$ cat src/rtl/mcu_sequencer.sv
// Purpose : walks components, blocks and MCUs of a frame; tells the entropy decoder where it is and when to clear DC predictors.
// Latency : 1 cycle from blk_done or an accepted cfg_valid to the updated, fully registered outputs.
// Backpressure: none; blk_done may pulse every cycle in RUN and is ignored elsewhere. Optional macro RESTART_EN adds restart-interval handling.
module mcu_sequencer #(
  parameter int CH      = 3,
  parameter int MAX_BPC = 4,
  parameter int DIM_W   = 16
) (
  input  logic                    clk,
  input  logic                    rst,
  input  logic                    cfg_valid,
  input  logic [CH-1:0][2:0]      cfg_blocks,
  input  logic [DIM_W-1:0]        cfg_mcus_per_row,
  input  logic [DIM_W-1:0]        cfg_mcu_rows,
  input  logic [DIM_W-1:0]        cfg_rst_interval,
  input  logic                    blk_done,
  output logic [$clog2(CH+1)-1:0] ch,
  output logic [1:0]              blk_idx,
  output logic [DIM_W-1:0]        mcu_x,
  output logic [DIM_W-1:0]        mcu_y,
  output logic                    dc_clr,
  output logic                    rst_marker,
  output logic                    busy,
  output logic                    frame_done,
  output logic                    cfg_err
);

  localparam int CH_W = $clog2(CH+1);

  typedef enum logic [1:0] {S_IDLE, S_RUN, S_DONE} state_t;

  state_t             state_q, state_d;
  logic [CH-1:0][2:0] blocks_q, blocks_d;
  logic [DIM_W-1:0]   mpr_q, mpr_d;
  logic [DIM_W-1:0]   rows_q, rows_d;
  logic [CH_W-1:0]    ch_d;
  logic [1:0]         blk_idx_d;
  logic [DIM_W-1:0]   mcu_x_d, mcu_y_d;
  logic               dc_clr_d, rst_marker_d, busy_d, frame_done_d, cfg_err_d;

  logic               cfg_ok;
  logic               last_blk;
  logic               last_x, last_y;
  logic               nxt_found;
  logic [CH_W-1:0]    nxt_ch;

`ifdef RESTART_EN
  logic [DIM_W-1:0]   rint_q, rint_d;
  logic [DIM_W-1:0]   rcnt_q, rcnt_d;
`else
  logic               unused_rst_interval;
  assign unused_rst_interval = ^cfg_rst_interval;
`endif

  // Configuration check: luma must be present, every component within the block limit, non-empty frame.
  always_comb begin
    cfg_ok = (cfg_blocks[0] != 3'd0) && (int'(cfg_blocks[0]) <= MAX_BPC) &&
             (cfg_mcus_per_row != '0) && (cfg_mcu_rows != '0);
    for (int c = 1; c < CH; c++) begin
      if (int'(cfg_blocks[c]) > MAX_BPC) cfg_ok = 1'b0;
    end
  end

  // Lowest present component above the one in flight; absent components are skipped.
  always_comb begin
    nxt_found = 1'b0;
    nxt_ch    = '0;
    for (int c = CH - 1; c >= 0; c--) begin
      if ((c > int'(ch)) && (blocks_q[c] != 3'd0)) begin
        nxt_found = 1'b1;
        nxt_ch    = CH_W'(c);
      end
    end
  end

  assign last_blk = ({1'b0, blk_idx} == (blocks_q[ch] - 3'd1));
  assign last_x   = (mcu_x == (mpr_q - DIM_W'(1)));
  assign last_y   = (mcu_y == (rows_q - DIM_W'(1)));

  // Next-state and next-output logic; the last block's position is held through DONE and IDLE.
  always_comb begin
    state_d      = state_q;
    blocks_d     = blocks_q;
    mpr_d        = mpr_q;
    rows_d       = rows_q;
    ch_d         = ch;
    blk_idx_d    = blk_idx;
    mcu_x_d      = mcu_x;
    mcu_y_d      = mcu_y;
    dc_clr_d     = 1'b0;
    rst_marker_d = 1'b0;
    frame_done_d = 1'b0;
    cfg_err_d    = 1'b0;
`ifdef RESTART_EN
    rint_d       = rint_q;
    rcnt_d       = rcnt_q;
`endif
    case (state_q)
      S_IDLE: begin
        if (cfg_valid) begin
          if (cfg_ok) begin
            state_d   = S_RUN;
            blocks_d  = cfg_blocks;
            mpr_d     = cfg_mcus_per_row;
            rows_d    = cfg_mcu_rows;
            ch_d      = '0;
            blk_idx_d = '0;
            mcu_x_d   = '0;
            mcu_y_d   = '0;
            dc_clr_d  = 1'b1;
`ifdef RESTART_EN
            rint_d    = cfg_rst_interval;
            rcnt_d    = '0;
`endif
          end else begin
            cfg_err_d = 1'b1;
          end
        end
      end
      S_RUN: begin
        if (blk_done) begin
          if (!last_blk) begin
            blk_idx_d = blk_idx + 2'd1;
          end else if (nxt_found) begin
            blk_idx_d = '0;
            ch_d      = nxt_ch;
          end else if (last_x && last_y) begin
            state_d      = S_DONE;
            frame_done_d = 1'b1;
          end else begin
            blk_idx_d = '0;
            ch_d      = '0;
            if (last_x) begin
              mcu_x_d = '0;
              mcu_y_d = mcu_y + DIM_W'(1);
            end else begin
              mcu_x_d = mcu_x + DIM_W'(1);
            end
`ifdef RESTART_EN
            if ((rint_q != '0) && ((rcnt_q + DIM_W'(1)) == rint_q)) begin
              dc_clr_d     = 1'b1;
              rst_marker_d = 1'b1;
              rcnt_d       = '0;
            end else begin
              rcnt_d       = rcnt_q + DIM_W'(1);
            end
`endif
          end
        end
      end
      S_DONE:  state_d = S_IDLE;
      default: state_d = S_IDLE;
    endcase
    busy_d = (state_d == S_RUN);
  end

  // State, latched configuration and registered outputs.
  always_ff @(posedge clk or posedge rst) begin
    if (rst) begin
      state_q    <= S_IDLE;
      blocks_q   <= '0;
      mpr_q      <= '0;
      rows_q     <= '0;
      ch         <= '0;
      blk_idx    <= '0;
      mcu_x      <= '0;
      mcu_y      <= '0;
      dc_clr     <= 1'b0;
      rst_marker <= 1'b0;
      busy       <= 1'b0;
      frame_done <= 1'b0;
      cfg_err    <= 1'b0;
    end else begin
      state_q    <= state_d;
      blocks_q   <= blocks_d;
      mpr_q      <= mpr_d;
      rows_q     <= rows_d;
      ch         <= ch_d;
      blk_idx    <= blk_idx_d;
      mcu_x      <= mcu_x_d;
      mcu_y      <= mcu_y_d;
      dc_clr     <= dc_clr_d;
      rst_marker <= rst_marker_d;
      busy       <= busy_d;
      frame_done <= frame_done_d;
      cfg_err    <= cfg_err_d;
    end
  end

`ifdef RESTART_EN
  // Restart-interval bookkeeping: MCUs completed since the last restart point.
  always_ff @(posedge clk or posedge rst) begin
    if (rst) begin
      rint_q <= '0;
      rcnt_q <= '0;
    end else begin
      rint_q <= rint_d;
      rcnt_q <= rcnt_d;
    end
  end
`endif

endmodule
$ cat config.mk
export PLATFORM = sky130hd
export DESIGN_NAME = mcu_sequencer
export DESIGN_NICKNAME = d
export VERILOG_FILES = /design/src/rtl/mcu_sequencer.sv
export SDC_FILE = /design/constraint.sdc
export NUM_CORES = 1
export LEC_CHECK = 0
export BUFFER_PORTS_ARGS = -buffer_cell sky130_fd_sc_hd__buf_4
export CAP_MARGIN = 15
export CELL_PAD_IN_SITES_DETAIL_PLACEMENT = 0
export CELL_PAD_IN_SITES_GLOBAL_PLACEMENT = 1
export CORE_MARGIN = 4
export CORE_UTILIZATION = 41
export CTS_BUF_LIST = sky130_fd_sc_hd__clkbuf_8 sky130_fd_sc_hd__clkbuf_16
export DETAILED_ROUTE_END_ITERATION = 8
export PLACE_DENSITY = 0.87
export SETUP_SLACK_MARGIN = 0.05
export SLEW_MARGIN = 20
export SYNTH_ARGS = -nofsm -noshare
export SYNTH_HDL_FRONTEND = slang
export SYNTH_SLANG_ARGS = --single-unit
$ cat constraint.sdc
create_clock -name clk -period 4.1 [get_ports clk]
set_input_delay 0.615 -clock clk [delete_from_list [all_inputs] [get_ports clk]]
set_output_delay 0.615 -clock clk [all_outputs]
set_load 0.05 [all_outputs]
==> summary.txt <==
Outcome
  • Status: finished clean

Clock tree
  • Clk root buf: clkbuf_16
  • CTS tree: done
  • Post-CTS Setup Inserts: 0
  • Clock sink count: 83
  • H-Tree Depth: 3
  • Hold-fix buffers, CTS: 0
  • Num CTS Buffers: 9
  • Clock Latency Late Sink: 0.34 ns
  • Clock Tree Buf Depth: 2
  • Post-CTS sizing: 0
  • Worst-path clk slew: 0.06 ns

Synthesis
  • Adder-Cell Fraction of Synth Area: 0.0122
  • Most used DFF post-synth: dfrtp_1
  • FF+latch count, synth: 83
  • Main combinational cell family by area after synthesis: simple AND/OR/NAND/NOR gates
  • Mapped Cells: 619
  • Ys Warns: 0
  • Mapped cell area: 0.00513 mm^2
  • Seq/Total Area, Yosys: 0.405
  • Multiplexer share of the synthesized area: 0.0178
  • XOR/XNOR Fraction of Synth Area: 0.0717
  • Post-Synth Simple-Gate Area: 0.307
  • Syn Nets: 685
  • Avg Inst Size Synth: 8.29 um^2
  • Compound-gate portion of the synthesized area: 0.140
  • EDFF count, synth: 0
  • Asr flop ratio synth: 1.00
  • Post-synth cell types: 66

Global route
  • GRT overflow: 0
  • Total track usage: 0.183
  • Antenna violations before repair: 0
  • First-pass GRT wire length: 21.3 mm
  • Vias in the first global route: 4345
  • Largest net degree at the start of global routing: 64

STA
  • Period utilization: 0.874
  • Fin Clk Skew: 0.00715 ns
  • RSZ-0062 raised after global routing: false
  • Final Hold Fails: 0
  • Fin crit period: 3.58 ns
  • Final setup fails: 0
  • Slew HR: 0.489
  • Fmax: 279 MHz
  • Max Slew Vio Count: 0
  • Setup_tns: 0 ns
  • Worst-Margin Slew: 0.767 ns

Layout
  • Final nets: 751
  • Fin util: 0.507
  • Fraction of layout cells with a size suffix above 1: 0.183
  • Commonest non-fill, non-tap cell in the layout: nand2_1
  • Area Overhead vs Synth: 19.6%
  • Filler cells: 1186
  • N_diodes: 0
  • Most frequent cells in the layout: nand2_1 (146), buf_4 (90), dfrtp_1 (83)

Pwr
  • Max IR drop VDD: 235 uV
  • Leak: 2.86 nW
  • Power Density: 286 mW/mm^2

Hold path
  • HP Class: primary input to asynchronous set/reset pin

Placement
  • Hpwl dp: 9.65 mm
  • GPL Wtd Cong: 0.879
  • Port-buffer cells: 84

Setup path
  • Worst Setup Path Type: register to register
  • Crit-path slowest cell: or2_1
  • Reg2reg start: mpr_q[0]
  • RR Endpoint: mcu_x[11]
  • Crit path cell chain: inv_1 > ha_1 > nor4b_2 > nand3_1 > xnor2_1 > a221o_1 > a2111oi_4 > nand2b_1 > or2_1 > o21ai_1
  • Crit start category: register
  • Critical Path Sink Type: register
  • Worst Path Required: 4.30 ns
  • R2r setup slk: 0.52 ns
  • Max Fanout on Critical Path: 18
  • Critical path arrival: 3.78 ns
  • Max stage delay on crit path: 0.57 ns
  • Register-to-Register Path Depth: 10

Detailed routing
  • Final ANT Viol Nets: 0
  • Drt pass-1 iters: 4
  • DR WL/cell: 15.3 um
  • Vias per Instance: 5.47
  • DRT iter0 DRCs: 321
  • DR DRC count: 0
  • Final wirelength: 13.1 mm
  • Vias after detailed routing: 4696

Die
  • Rows: 40
  • Die ar.: 0.0144 mm^2
  • Starting Density: 0.424
  • Core ar.: 0.0121 mm^2
  • DIE HEIGHT: 120 um
  • Die width: 120 um
  • I/O pin count: 102

Job
  • Max-cap violation count: 0
sequential cells by signal (all words and copies together) (netlist names):
| register | flops |
|---|---|
| frame_done | 1 |
| mcu_x | 16 |
| blk_idx | 2 |
| state_q | 2 |
| rows_q | 16 |
| ch | 2 |
| busy | 1 |
| mcu_y | 16 |
| cfg_err | 1 |
| dc_clr | 1 |
| blocks_q | 9 |
| mpr_q | 16 |
Yosys cell counts (11+ instances only):
cell type	n	area share
nand2_1	146	0.11
dfrtp_1	83	0.40
o21ai_0	36	0.035
a21oi_1	31	0.030
nor2_1	31	0.023
nand3_1	27	0.026
xnor2_1	23	0.039
or3_1	19	0.023
xor2_1	19	0.032
clkbuf_1	17	0.012
nor3_1	16	0.016
nor4_1	15	0.018
inv_1	12	0.0088
o21ai_1	12	0.012
nand4_1	11	0.013
critical path, delay by kind of cell, from the launching register on:
| family | cells | cell delay, ns |
|---|---|---|
| buffers and inverters | 1 | 0.09 |
| AOI/OAI and AO/OA | 3 | 0.84 |
| adders and majority gates | 1 | 0.22 |
| xor gates and xnor gates | 1 | 0.16 |
| and+or+nand+nor | 4 | 1.71 |
| DFF | 1 | 0.42 |
kinds of logic after synthesis:
group / after synthesis
xor+xnor: 42
other cells: 1
fa+ha+maj: 5
simple gates: 318
mux: 9
compound gates: 113
flops: 83
buf+inv: 48
metrics by stage:
| step | instance area (um^2) | power [mW] | worst slack [ns] | cells | hold slack (ns) |
|---|---|---|---|---|---|
| final | 6130 | 1.75 | 0.518 | 858 | 0.423 |
| after detailed placement | 5830 | 0.953 | 0.535 | 842 | 0.472 |
| after global placement | 5830 | 0.952 | 0.579 | 842 | 0.467 |
| after floorplan | 5130 | 0.895 | 0.730 | 619 | 0.445 |
| after CTS | 6130 | 1.77 | 0.530 | 858 | 0.463 |
| after global routing | 6130 | 1.82 | 0.292 | 858 | 0.460 |
report_power, final:
part	total [mW]	internal [mW]	switching, mW
registers	0.832	0.824	0.00755
clock network	0.817	0.488	0.329
logic	0.105	0.0440	0.0609
layout make-up:
cell class | instances | area (um^2) | share of cell area
multi-input cells | 488 | 2820 | 0.459
clock buffers | 10 | 239 | 0.0390
repair buffers | 90 | 676 | 0.110
flip-flops and latches | 83 | 2080 | 0.339
clock inverters | 6 | 66.3 | 0.0108
inverters | 13 | 51.3 | 0.00836
well taps | 168 | 210 | 0.0343
routing by layer:
layer	vias to the layer above	global-route usage	wire, um
li1	2294	-	-
met1	2273	0.237	5830
met2	107	0.302	6390
met3	22	0.0429	668
met4	0	0.0630	225
met5	-	0	0
worst max path at each step:
stage               from         to  slack (ns)  cells after the start
2_1_floorplan      ch[1]   mcu_x[4]        0.73                     15
3_3_place_gp    mpr_q[0]   mcu_x[5]        0.58                     10
3_5_place_dp    mpr_q[0]  mcu_x[11]        0.53                     10
4_1_cts         mpr_q[0]  mcu_x[11]        0.53                     10
5_1_grt        rows_q[0]   mcu_y[0]        0.29                     12
6_report        mpr_q[0]  mcu_x[11]        0.52                     10
No activity file was read; power rests on OpenSTA's default activity.
